<file path="src/rtl/program_loader.sv">
// Framed byte-stream loader: writes images into the 256-byte memory
// and holds the processor in reset until a checksummed frame lands.
//
// Ports:
//   clk, rst            clock, asynchronous active-high reset
//   in_data/in_valid    stream byte and its valid flag
//   in_ready            always 1 once out of reset (no back-pressure)
//   mem_addr/mem_data   registered write address/data (held when idle)
//   mem_we              one-cycle write pulse per payload byte
//   cpu_hold            processor hold; released only after a good frame
//   done/err            status of the last frame (mutually exclusive)
module program_loader #(
    parameter logic [7:0]  SYNC_BYTE = 8'hA5,
    parameter logic [15:0] TIMEOUT   = 16'd255
) (
    input  logic       clk,
    input  logic       rst,
    input  logic [7:0] in_data,
    input  logic       in_valid,
    output logic       in_ready,
    output logic [7:0] mem_addr,
    output logic [7:0] mem_data,
    output logic       mem_we,
    output logic       cpu_hold,
    output logic       done,
    output logic       err
);

    typedef enum logic [2:0] {
        ST_SYNC,
        ST_ADDR,
        ST_LEN,
        ST_DATA,
        ST_CSUM,
        ST_DONE,
        ST_ERR
    } state_t;

    state_t      state;
    state_t      state_nx;
    logic        ready_q;
    logic [15:0] idle;
    logic [7:0]  base;
    logic [7:0]  idx;
    logic [7:0]  cnt;
    logic [7:0]  csum;
    logic [7:0]  addr_q;
    logic [7:0]  data_q;
    logic        we_q;

    logic accept;
    logic in_frame;
    logic timeout_hit;

    assign accept   = in_valid & ready_q;
    assign in_frame = (state == ST_ADDR) || (state == ST_LEN) ||
                      (state == ST_DATA) || (state == ST_CSUM);
    // Fires on the edge where the idle count would reach TIMEOUT;
    // an accepted byte on that same edge takes priority.
    assign timeout_hit = in_frame && !accept &&
                         (idle == TIMEOUT - 16'd1);

    always_ff @(posedge clk or posedge rst) begin
        if (rst) begin
            state <= ST_SYNC;
        end else begin
            state <= state_nx;
        end
    end

    always_comb begin
        state_nx = state;
        in_ready = ready_q;
        mem_addr = addr_q;
        mem_data = data_q;
        mem_we   = we_q;
        done     = (state == ST_DONE);
        err      = (state == ST_ERR);
        cpu_hold = (state != ST_DONE);
        if (timeout_hit) begin
            state_nx = ST_ERR;
        end else if (accept) begin
            case (state)
                ST_SYNC, ST_DONE, ST_ERR: begin
                    if (in_data == SYNC_BYTE) begin
                        state_nx = ST_ADDR;
                    end
                end
                ST_ADDR: state_nx = ST_LEN;
                ST_LEN: begin
                    state_nx = (in_data == 8'h00) ? ST_CSUM : ST_DATA;
                end
                ST_DATA: begin
                    if (cnt == 8'h01) begin
                        state_nx = ST_CSUM;
                    end
                end
                ST_CSUM: begin
                    state_nx = (in_data == csum) ? ST_DONE : ST_ERR;
                end
                default: state_nx = ST_SYNC;
            endcase
        end
    end

    always_ff @(posedge clk or posedge rst) begin
        if (rst) begin
            ready_q <= 1'b0;
            idle    <= 16'd0;
            base    <= 8'h00;
            idx     <= 8'h00;
            cnt     <= 8'h00;
            csum    <= 8'h00;
            addr_q  <= 8'h00;
            data_q  <= 8'h00;
            we_q    <= 1'b0;
        end else begin
            ready_q <= 1'b1;
            we_q    <= 1'b0;
            if (!in_frame || accept || timeout_hit) begin
                idle <= 16'd0;
            end else begin
                idle <= idle + 16'd1;
            end
            if (accept) begin
                case (state)
                    ST_ADDR: begin
                        base <= in_data;
                        csum <= in_data;
                        idx  <= 8'h00;
                    end
                    ST_LEN: begin
                        cnt  <= in_data;
                        csum <= csum ^ in_data;
                    end
                    ST_DATA: begin
                        // 8-bit add wraps 0xFF back to 0x00
                        addr_q <= base + idx;
                        data_q <= in_data;
                        we_q   <= 1'b1;
                        csum   <= csum ^ in_data;
                        idx    <= idx + 8'h01;
                        cnt    <= cnt - 8'h01;
                    end
                    default: ;
                endcase
            end
        end
    end

endmodule

</file>
<file path="config.mk">
export PLATFORM = sky130hd
export DESIGN_NAME = program_loader
export DESIGN_NICKNAME = d
export VERILOG_FILES = /design/src/rtl/program_loader.sv
export SDC_FILE = /design/constraint.sdc
export NUM_CORES = 1
export LEC_CHECK = 0
export BUFFER_PORTS_ARGS = -buffer_cell sky130_fd_sc_hd__buf_4
export CAP_MARGIN = 10
export CORE_ASPECT_RATIO = 0.7
export CORE_MARGIN = 3
export CORE_UTILIZATION = 50
export DETAILED_ROUTE_END_ITERATION = 10
export GPL_ROUTABILITY_DRIVEN = 1
export PLACE_DENSITY = 0.8
export SLEW_MARGIN = 10
export SYNTH_ARGS = -nofsm -noshare
export SYNTH_HDL_FRONTEND = slang
export SYNTH_SLANG_ARGS = --single-unit
</file>
<file path="constraint.sdc">
create_clock -name clk -period 5 [get_ports clk]
set_input_delay 1 -clock clk [delete_from_list [all_inputs] [get_ports clk]]
set_output_delay 1 -clock clk [all_outputs]
set_load 0.05 [all_outputs]
</file>
# [After elaboration in Yosys (flattened, before gate mapping)]
# Index checks and enable logic that the tools add are counted.
[word_totals] regBits=69 output_inout_bits=21 word_cells=65
[classes] addsub=4 n_eq_ne=13 muxes=13 n_bitwise=2 n_reduce_logical=23
[ops] operator="$pmux W8 S2" count=3
[ops] operator="$add A16 B1 Y16 const B" count=1
[ops] operator="$eq A16 B8 Y1 const B" count=1
[ops] operator="$mux W16" count=1
[ops] operator="$mux W3" count=5
[ops] operator="$pmux W3 S5" count=1
[ops] operator="$reduce_and A2 Y1" count=5
[ops] operator="$eq A3 B3 Y1 const B" count=3
[ops] operator="$add A8 B1 Y8 const B" count=1
[ops] operator="$add A8 B8 Y8" count=1
[ops] operator="$eq A8 B1 Y1 const B" count=1
[ops] operator="$eq A8 B8 Y1" count=1
[ops] operator="$eq A8 B8 Y1 const B" count=1
[ops] operator="$logic_not A8 Y1" count=1
[ops] operator="$reduce_bool A2 Y1" count=4
[ops] operator="$sub A8 B1 Y8 const B" count=1
[ops] operator="$xor A8 B8 Y8" count=1
[ops] operator="$eq A3 B2 Y1 const B" count=2
[ops] operator="$ne A3 B3 Y1 const B" count=2
[ops] operator="$logic_or A1 B1 Y1" count=5
[ops] operator="$eq A3 B1 Y1 const B" count=1
[ops] operator="$logic_not A3 Y1" count=1
[ops] operator="$ne A3 B2 Y1 const B" count=1
[ops] operator="$reduce_and A3 Y1" count=1
[ops] operator="other kinds (7)" count=10

# [Logic depth before layout (Yosys ltp)]
# Gate-level depths: netlist (run 1).
[logic_depth] depth_word=8 depth_mapped=8

# [Worst setup path before layout (run 1)]
# No wires, ideal clock.
[synth_path] kind="register to output" start="register state[0]" end="output port done" t_arrival_ns=1.811 required_time_ns=4.000 path_slack_ns=2.189 stages_incl_launch_ff=5 cell_sequence="dfrtp_1 buf_2 clkbuf_1 nand3b_1 inv_1"
[synth_via] elab_chain_len=1
[synth_rtl] element="start, declared" line="39" rtl="state_t state;"
[synth_rtl] element="start signal, assigned" line="67" rtl="state <= state_nx;"
[synth_rtl] element="$eq A3 B3 Y1" line="77" rtl="done = (state == ST_DONE);"
[synth_rtl] element="end, declared" line="25" rtl="output logic done,"
# Every way passes these cells.

# [Worst setup path after layout (run 1)]
[layout_path] start="register state[0]" end="output port err"
[layout_via] elab_chain_len=1
[layout_rtl] element="$eq A3 B3 Y1" line="78" rtl="err = (state == ST_ERR);"
[layout_rtl] element="end, declared" line="26" rtl="output logic err"
# Every way passes these cells.

==> metrics.txt, run 1 <==
WP data required 4.00 ns; register bit total from synthesis 69; Data arrival, critical path 2.08 ns; CTS tree yes; Syn-to-layout area delta 12.97%; Clk pin slew, worst setup/hold paths 0.09 ns; Post-synth EDFFs 0; max cap viols 0; latest clock arrival within the worst-skew pair 0.36 ns; Yosys cell types 50; routed len/inst 14.67 um; share of layout cells above drive strength 1 14.93%; hold buffers post-CTS 0; gr busiest metal met2; Worst Hold Launch mem_data[0]; Ports 32; element type at the critical path start flip-flop; GR Util met2 28.91%; Final ANT Viol Nets 0; Tot Pwr 2.277 mW; final worst-path cycle share 61.61%; # H-tree levels 3; vias 2865; PD cells 545.6 nW/um^2; Post-Layout Cell Count 516; initial antenna violation count 0; row count 25; met3 Use GR 5.320%; Die Area 8473 um^2; FFs w/ async S/R, synth 100.0%; number of iterations in the first detailed-routing pass 4; # port buffers 31; critical-path cell list inv_1, and3_1, buf_4; Die X 108.7 um; min Tclk post-route 3.081 ns; number of global-route vias before repair 2737; GP Congestion 0.8371; post-CTS sizing 0; drt initial violations 218; critical path class reg2out; CP max-delay cell dfrtp_1; status finished clean; sum of negative setup slack 0 ns; first-pass GRT wire length 12970 um; nets 441; n_diodes 0; met1 Use GR 27.39%; final setup fails 0; fin area 4174 um^2; relative slew slack 30.15%; leading cell types in the layout, fill and taps excluded dfrtp_1 (69), nand2_1 (62), nor2_1 (36); Inst Count DP 500; gr ovfl total 0; Syn Inst Count 393; Top FF cell, synth dfrtp_1; CP peak stage delay 0.95 ns; HPWL after DPL 5293 um; Post-Place Cell Area 3968 um^2; Setup crit start state[0]; register area share after synthesis 46.73%; fillers 595; Chip Height 77.92 um; total clock buffers created by CTS 9; Clock Path Buffers 2; postcts setup bufs 0; core area 6944 um^2; Syn Nets 417; DRC violations left 0; Num Clock Sinks 69; r2r startpoint state[0]; max frequency 0.3246 GHz; final hold violations 0; Layout Skew 0.01131 ns; Total Wirelength 7569 um; Hold Crit Class reg2reg; max-slew violation count 0; Crit. End Element output pin; Yosys warning count 0; commonest non-fill, non-tap cell in the layout dfrtp_1; RSZ-0062 raised after global routing no; worst-margin pin slew 1.044 ns; pin count of the biggest net entering global routing 51; Netlist Area Pre-Place 3695 um^2; post-layout util 60.11%; Starting Density 53.21%; vias per cell 5.552; global-route usage over all layers 19.49%; CTS root buf clkbuf_8; Critical Path Fanout Max 30; synthesized area per cell 9.402 um^2; Peak VDD IR 0.0002133 V; leak pwr 1.961 nW
metal layers:
metal / wire (um) / vias up
li1: - / 1396
met1: 3683 / 1388
met2: 3383 / 69
met3: 395 / 12
met4: 107 / 0
met5: 0 / -
critical path, delay by kind of cell, from the launching register on:
kind | cells | cell delay (ns)
buffers and inverters | 2 | 0.52
and+or+nand+nor | 1 | 0.26
DFF | 1 | 0.95
cell usage after synthesis (2+ instances only):
cell type,n,area (um^2)
nor4_1,2,12.51
mux2i_1,8,80.08
o22a_1,2,17.52
mux2_2,7,78.83
nor3b_1,2,15.01
nand2_1,62,232.7
or4_1,3,22.52
o22ai_1,2,12.51
nor3_1,6,30.03
o21ai_0,18,90.09
buf_2,11,55.05
xor2_1,29,254.0
dfrtp_1,69,1727
ha_1,12,150.1
a21oi_1,26,130.1
o21a_1,3,22.52
nand3b_1,2,15.01
o31ai_1,2,15.01
a21o_1,2,15.01
xnor2_1,6,52.55
inv_1,15,56.30
nand2b_1,2,12.51
nor2_1,36,135.1
nand3_1,11,55.05
or3_1,3,18.77
and3_1,4,25.02
nor2b_1,3,18.77
o32ai_1,2,17.52
a31oi_1,3,18.77
nand4_1,8,50.05
and4_1,4,35.03
clkbuf_1,8,30.03
a21boi_0,2,15.01
a2bb2oi_1,2,17.52
path summary, 6_finish.rpt:
| kind | endpoint | slack [ns] | depth (start not counted) |
|---|---|---|---|
| setup reg to reg | idx[4] | 2.00 | 7 |
| setup / recovery | err | 1.92 | 3 |
| max in group asynchronous | state[1] | 3.39 | 3 |
| hold reg to reg | mem_data[0] | 0.48 | 2 |
| hold / removal | mem_data[0] | 0.48 | 2 |
| min in group asynchronous | cnt[1] | 0.63 | 2 |
power breakdown:
group          switching, mW  internal (mW)
sequential             0.185          0.729
combinational          0.546          0.339
clock                  0.241          0.238
total                  0.972           1.31
sequential cells by signal, indices dropped and copies added (netlist names):
name,count
state,3
cnt,8
idx,8
mem_we,1
idle,16
base,8
mem_data,8
mem_addr,8
csum,8
in_ready,1
cells by family (layout without fill, tap and decap cells):
kind of cell	count (synthesis)	in the layout	share of synthesized area, %
simple gates	154	154	20.05
compound gates	70	70	11.68
fa+ha+maj	13	13	4.605
buf+inv	36	65	4.233
xor+xnor	35	35	8.297
flops	69	69	46.73
other cells	1	1	0.1015
mux	15	15	4.301
area by class of cell:
| cell class | instances | area, um^2 | share of cell area [%] |
|---|---|---|---|
| Clock buffer | 9 | 123.9 | 2.968 |
| Inverter | 15 | 56.30 | 1.349 |
| Multi-Input combinational cell | 288 | 1812 | 43.41 |
| Tap cell | 94 | 117.6 | 2.818 |
| Clock inverter | 7 | 82.58 | 1.978 |
| Timing Repair Buffer | 34 | 255.2 | 6.115 |
| Sequential cell | 69 | 1727 | 41.37 |
through the flow:
stage / worst slack (ns) / hold slack (ns)
finish: 1.919 / 0.4826
CTS: 1.936 / 0.4889
global route: 1.697 / 0.5197
detailed placement: 2.004 / 0.4670
global placement: 2.079 / 0.4661
floorplan: 2.189 / 0.4653
Note: power is estimated with default switching activity, not from simulation.
==> inputs of run 2 (changes only) <==
Clock period 5 ns to 3.12 ns, I/O delays scaled along.
==> run 2 against run 1 <==
Register-to-register slack lost 1.1 ns. Final cell count grew 0.78%. Die area is the same. Largest power group is now combinational cells. Highest routed layer unchanged.
==> metrics.txt, run 2 (synthesis gave the netlist of run 1 again) <==
status finished clean (unchanged); Crit. End Element output pin (unchanged); vias per cell 5.500 (was 5.552); leak pwr 1.983 nW (was 1.961 nW); met1 WL 3814 um (was 3683 um); gr ovfl total 0 (unchanged); Peak VDD IR 0.0003698 V (was 0.0002133 V); core area 6944 um^2 (unchanged); final setup fails 0 (unchanged); Die Area 8473 um^2 (unchanged); drt initial violations 214 (was 218); Syn-to-layout area delta 13.75% (was 12.97%); PD cells 877.8 nW/um^2 (was 545.6 nW/um^2); # H-tree levels 3 (unchanged); fillers 595 (unchanged); routed len/inst 15.31 um (was 14.67 um); Layout Skew 0.007259 ns (was 0.01131 ns); total clock buffers created by CTS 9 (unchanged); final worst-path cycle share 71.42%; Inst Count DP 504 (was 500); CTS root buf clkbuf_8 (unchanged); Worst Reg-to-Reg Cells 7 (unchanged); vias 2860 (was 2865); RSZ-0062 raised after global routing no (unchanged); Critical Path Fanout Max 28 (was 30); nets 445 (was 441); number of flip-flops in the largest register 16 (unchanged); Hold Crit Class reg2reg (unchanged); global-route usage over all layers 20.48% (was 19.49%); Total Wirelength 7961 um (was 7569 um); Num Clock Sinks 69 (unchanged); Chip Height 77.92 um (unchanged); hold buffers post-CTS 0 (unchanged); Clk pin slew, worst setup/hold paths 0.08 ns (was 0.09 ns); first-pass GRT wire length 13630 um (was 12970 um); max-slew violation count 0 (unchanged); RR Endpoint idx[5] (was idx[4]); CTS tree yes (unchanged); max cap viols 0 (unchanged); Tot Pwr 3.689 mW (was 2.277 mW); latest clock arrival within the worst-skew pair 0.35 ns (was 0.36 ns); initial antenna violation count 0 (unchanged); DRC violations left 0 (unchanged); post-CTS sizing 0 (unchanged); HPWL after DPL 5563 um (was 5293 um); # port buffers 31 (unchanged); r2r startpoint state[1] (was state[0]); n_diodes 0 (unchanged); number of iterations in the first detailed-routing pass 4 (unchanged); final hold violations 0 (unchanged); row count 25 (unchanged); number of global-route vias before repair 2848 (was 2737); Die X 108.7 um (unchanged); critical path class reg2out (unchanged); final hold slack 0.4874 ns (was 0.4826 ns); postcts setup bufs 0 (unchanged); Top reg by flops idle (unchanged); Data arrival, critical path 1.60 ns (was 2.08 ns); pin count of the biggest net entering global routing 70 (was 51); Hold Crit Endpoint mem_addr[7] (was mem_data[0]); top sig layer met4 (unchanged); Starting Density 53.21% (unchanged); leading cell types in the layout, fill and taps excluded dfrtp_1 (69), nand2_1 (62), buf_4 (38) (was dfrtp_1 (69), nand2_1 (62), nor2_1 (36)); max frequency 0.4488 GHz; worst-margin pin slew 0.8740 ns (was 1.044 ns); Post-Layout Cell Count 520 (was 516); Ports 32 (unchanged); GP Congestion 0.9100 (was 0.8371); register-to-register setup slack 0.92 ns (was 2.00 ns); met2 WL post-DR 3630 um (was 3383 um); Final ANT Viol Nets 0 (unchanged); met3 wire length 429 um (was 395 um); share of layout cells above drive strength 1 15.73% (was 14.93%); element type at the critical path start flip-flop (unchanged); sum of negative setup slack 0 ns (unchanged); WP data required 2.50 ns (was 4.00 ns); Min-Delay Path Depth 2 (unchanged); relative slew slack 41.74% (was 30.15%); commonest non-fill, non-tap cell in the layout dfrtp_1 (unchanged); Worst Hold Launch mem_addr[7] (was mem_data[0]); Clock Path Buffers 2 (unchanged); min Tclk post-route 2.228 ns
==> run 2: cell count changes in the layout (fill, tap and decap cells not counted) <==
cell / before / now
inv_8: 1 / 0
buf_4: 34 / 38
inv_6: 2 / 3
clkinv_4: 1 / 2
clkinvlp_4: 2 / 1
==> run 2: critical path, stage by stage (launching register included) <==
cell	delay [ns]
dfrtp_1	0.41
buf_4	0.30
inv_1	0.17
and3_1	0.20
buf_4	0.18
==> run 2: power by group <==
group	switching [mW]	internal (mW)
sequential	0.264	1.17
combinational	0.944	0.562
clock	0.370	0.380
total	1.58	2.11
==> run 2: per-layer routing <==
layer	GRT usage, %	up-vias
met5	0	-
li1	-	1399
met2	31.01	80
met3	5.569	11
met1	28.98	1370
met4	5.549	0
==> run 2: worst max-delay path by stage <==
stage | from | end | cells after the start
2_1_floorplan | state[0] | done | 4
3_3_place_gp | in_valid | idx[5] | 8
3_5_place_dp | in_valid | idx[5] | 8
4_1_cts | state[0] | err | 4
5_1_grt | state[1] | idx[2] | 7
6_report | state[0] | err | 4
==> run 2: area by class of cell <==
cell class / count / area [um^2] / area share [%]
Clock inverter: 7 / 81.33 / 1.935
Multi-Input combinational cell: 288 / 1812 / 43.11
Tap cell: 94 / 117.6 / 2.798
Timing Repair Buffer: 38 / 285.3 / 6.788
Clock buffer: 9 / 123.9 / 2.947
Sequential cell: 69 / 1727 / 41.08
Inverter: 15 / 56.30 / 1.340
==> run 2: per-stage QoR <==
stage          worst slack [ns]  instance area, um^2  utilization (%)
2_1_floorplan            0.6853                 3695                -
3_3_place_gp             0.9377                 3998            57.57
3_5_place_dp             0.8949                 3998            57.57
4_1_cts                  0.8793                 4203            60.52
5_1_grt                  0.7656                 4203            60.52
6_report                 0.8916                 4203            60.52
==> inputs of run 3 (changes only) <==
Settings changed: ABC_AREA set to 1, PLACE_DENSITY 0.8 to 0.82.
Clock period 3.12 ns to 1.8 ns, I/O delays scaled along.
==> run 3 against run 2 <==
Utilization is 0.088 points higher. Critical path depth unchanged. Global-route usage increased by 1.4 points. Clock skew grew 0.0015 ns. First-iteration DRC count is 23% higher.
==> metrics.txt, run 3 <==
final hold violations 0 (unchanged); share of layout cells above drive strength 1 12.81% (was 15.73%); r2r startpoint idle[0] (was state[1]); leading cell types in the layout, fill and taps excluded nand2_1 (144), inv_1 (68), dfrtp_1 (67) (was dfrtp_1 (69), nand2_1 (62), buf_4 (38)); HPWL after DPL 6537 um (was 5563 um); max cap viols 0 (unchanged); synthesized area per cell 7.541 um^2 (was 9.402 um^2); final hold slack 0.1118 ns (was 0.4874 ns); Yosys warning count 0 (unchanged); Syn Inst Count 515 (was 393); switching portion of total power 45.54% (was 42.78%); status finished clean (unchanged); minimum setup slack in the final design 0.1051 ns (was 0.8916 ns); fin area 4496 um^2 (was 4203 um^2); commonest non-fill, non-tap cell in the layout nand2_1 (was dfrtp_1); number of global-route vias before repair 3318 (was 2848); RR Endpoint idle[14] (was idx[5]); Setup crit start state[1] (was state[0]); latest clock arrival within the worst-skew pair 0.35 ns (about the same); Ports 32 (unchanged); critical-path cell list inv_1, nand3_2, clkinvlp_4, buf_4 (was buf_4, inv_1, and3_1, buf_4); pin count of the biggest net entering global routing 70 (unchanged); n_diodes 0 (unchanged); CP peak stage delay 0.47 ns (was 0.41 ns); vias per cell 5.302 (was 5.500); Peak VDD IR 0.0009097 V (was 0.0003698 V); Starting Density 52.36% (was 53.21%); Clock Path Buffers 2 (unchanged); nets 581 (was 445); critical path class reg2out (unchanged); Hold Crit Class in2async (was reg2reg); # H-tree levels 3 (unchanged); routed len/inst 13.64 um (was 15.31 um); initial antenna violation count 0 (unchanged); Worst Reg-to-Reg Cells 6 (was 7); DRC violations left 0 (unchanged); number of iterations in the first detailed-routing pass 5 (was 4); Syn-to-layout area delta 15.75% (was 13.75%); min Tclk post-route 1.695 ns; Yosys cell types 35 (was 50); Post-Place Cell Area 4269 um^2 (was 3998 um^2); vias 3499 (was 2860); GP Congestion 0.9464 (was 0.9100); FFs w/ async S/R, synth 100.0% (unchanged); Tot Pwr 7.380 mW (was 3.689 mW); Die X 111.3 um (was 108.7 um); Num Clock Sinks 69 (unchanged); gr ovfl total 0 (unchanged); Critical Path Fanout Max 6 (was 28); Setup WS pre-CTS 0.1731 ns (was 0.8949 ns); max-slew violation count 0 (unchanged); final setup fails 0 (unchanged); Synth area leader dfrtp_1 (unchanged); Netlist Area Pre-Place 3884 um^2 (was 3695 um^2); most common library cells after synthesis nand2_1 (144), inv_1 (70), dfrtp_1 (69) (was dfrtp_1 (69), nand2_1 (62), nor2_1 (36)); Die Area 8878 um^2 (was 8473 um^2); top-area cell type share of the netlist area 44.46% (was 46.73%); Critical Path Sink done (was err); register area share after synthesis 44.46% (was 46.73%); Internal Power 4.019 mW (was 2.111 mW); register bit total from synthesis 69 (unchanged); global-route usage over all layers 21.85% (was 20.48%); Data arrival, critical path 1.33 ns (was 1.60 ns); Crit. End Element output pin (unchanged); P_sw 3.361 mW (was 1.578 mW); Top FF cell, synth dfrtp_1 (unchanged); Final ANT Viol Nets 0 (unchanged); register area 1729 um^2 (was 1727 um^2); final worst-path cycle share 94.16%; first-pass GRT wire length 15440 um (was 13630 um); hold buffers post-CTS 0 (unchanged); share of power burned in registers 34.6% (was 38.9%); Syn Nets 539 (was 417); Clock power frac 19.2% (was 20.3%); Comb power frac 46.2% (was 40.8%); Total Wirelength 9003 um (was 7961 um); area of the multi-input gates 1822 um^2 (was 1812 um^2); register-to-register setup slack 0.18 ns (was 0.92 ns); PD cells 1642 nW/um^2 (was 877.8 nW/um^2); WP data required 1.44 ns (was 2.50 ns); Chip Height 79.74 um (was 77.92 um); CTS root buf clkbuf_8 (unchanged); total clock buffers created by CTS 9 (unchanged); drt initial violations 263 (was 214); Clk pin slew, worst setup/hold paths 0.07 ns (was 0.08 ns); core area 7417 um^2 (was 6944 um^2); Post-synth EDFFs 0 (unchanged); number of flip-flops in the largest register 16 (unchanged); sum of negative setup slack 0 ns (unchanged); leak pwr 2.278 nW (was 1.983 nW); fillers 661 (was 595); max frequency 0.5900 GHz; top post-synthesis cells by area dfrtp_1 (44%), nand2_1 (14%), inv_1 (6.8%) (was dfrtp_1 (47%), xor2_1 (6.9%), nand2_1 (6.3%)); element type at the critical path start flip-flop (unchanged); Top reg by flops idle (unchanged); # port buffers 31 (unchanged); row count 26 (was 25); CTS tree yes (unchanged); Layout Skew 0.008734 ns (was 0.007259 ns); CP max-delay cell dfrtp_2 (was dfrtp_1); most common cell in the netlist nand2_1 (was dfrtp_1)
==> run 3: cells by family (layout without fill, tap and decap cells) <==
family,Yosys count,count (layout),synth area share (%)
fa+ha+maj,13,13,4.381
other cells,1,1,0.09656
simple gates,253,253,27.64
buf+inv,82,129,8.762
xor+xnor,12,12,2.706
compound gates,85,85,11.95
flops,69,69,44.46
==> run 3: worst min path at each step <==
stage	from	end	slack, ns	depth (start not counted)
final	rst	cnt[1]	0.11	3
after global routing	rst	cnt[7]	0.13	3
after CTS	rst	mem_data[2]	0.12	3
after detailed placement	mem_addr[5]	mem_addr[5]	0.47	2
after global placement	mem_addr[0]	mem_addr[0]	0.46	2
after floorplan	idle[9]	idle[9]	0.45	1
==> run 3: power groups by stage <==
| stage | Sequential [mW] | Clock (mW) | Combinational [mW] |
|---|---|---|---|
| 2_1_floorplan | 3.07 | 0 | 1.94 |
| 3_3_place_gp | 2.53 | 0 | 3.27 |
| 3_5_place_dp | 2.56 | 0 | 3.37 |
| 4_1_cts | 2.54 | 1.44 | 3.40 |
| 5_1_grt | 2.63 | 1.52 | 3.84 |
| 6_report | 2.55 | 1.41 | 3.41 |
==> run 3: per-layer routing <==
metal	track usage (%)	vias to the layer above	part of all wire, %
met5	0	-	0
met2	32.13	138	41
met1	31.00	1608	48
met3	7.348	19	8.9
met4	5.832	0	1.7
li1	-	1734	-
==> run 3: timing repair <==
item / CTS / global route
hold endpoints to repair: 0 / 0
endpoints found under the setup margin: 0 / 2
buffers inserted: 0 / 0
gates resized for setup: 0 / 2
==> run 3: final cells by class <==
class	instances	share of cell area, %
Clock buffer	10	3.062
Tap cell	98	2.728
Multi-Input combinational cell	364	40.52
Sequential cell	69	38.46
Clock inverter	6	1.920
Inverter	72	6.179
Timing Repair Buffer	41	7.125
==> run 3: through the flow <==
stage / utilization, % / cells
final: 60.61 / 660
after global routing: 60.61 / 660
after CTS: 60.58 / 660
after detailed placement: 57.56 / 644
after global placement: 57.56 / 644
after floorplan: - / 515
==> run 3: critical path, delay by kind of cell, from the launching register on <==
family | cells | cell delay, ns
AND/OR/NAND/NOR | 1 | 0.13
flip-flops | 1 | 0.47
buffers and inverters | 3 | 0.39
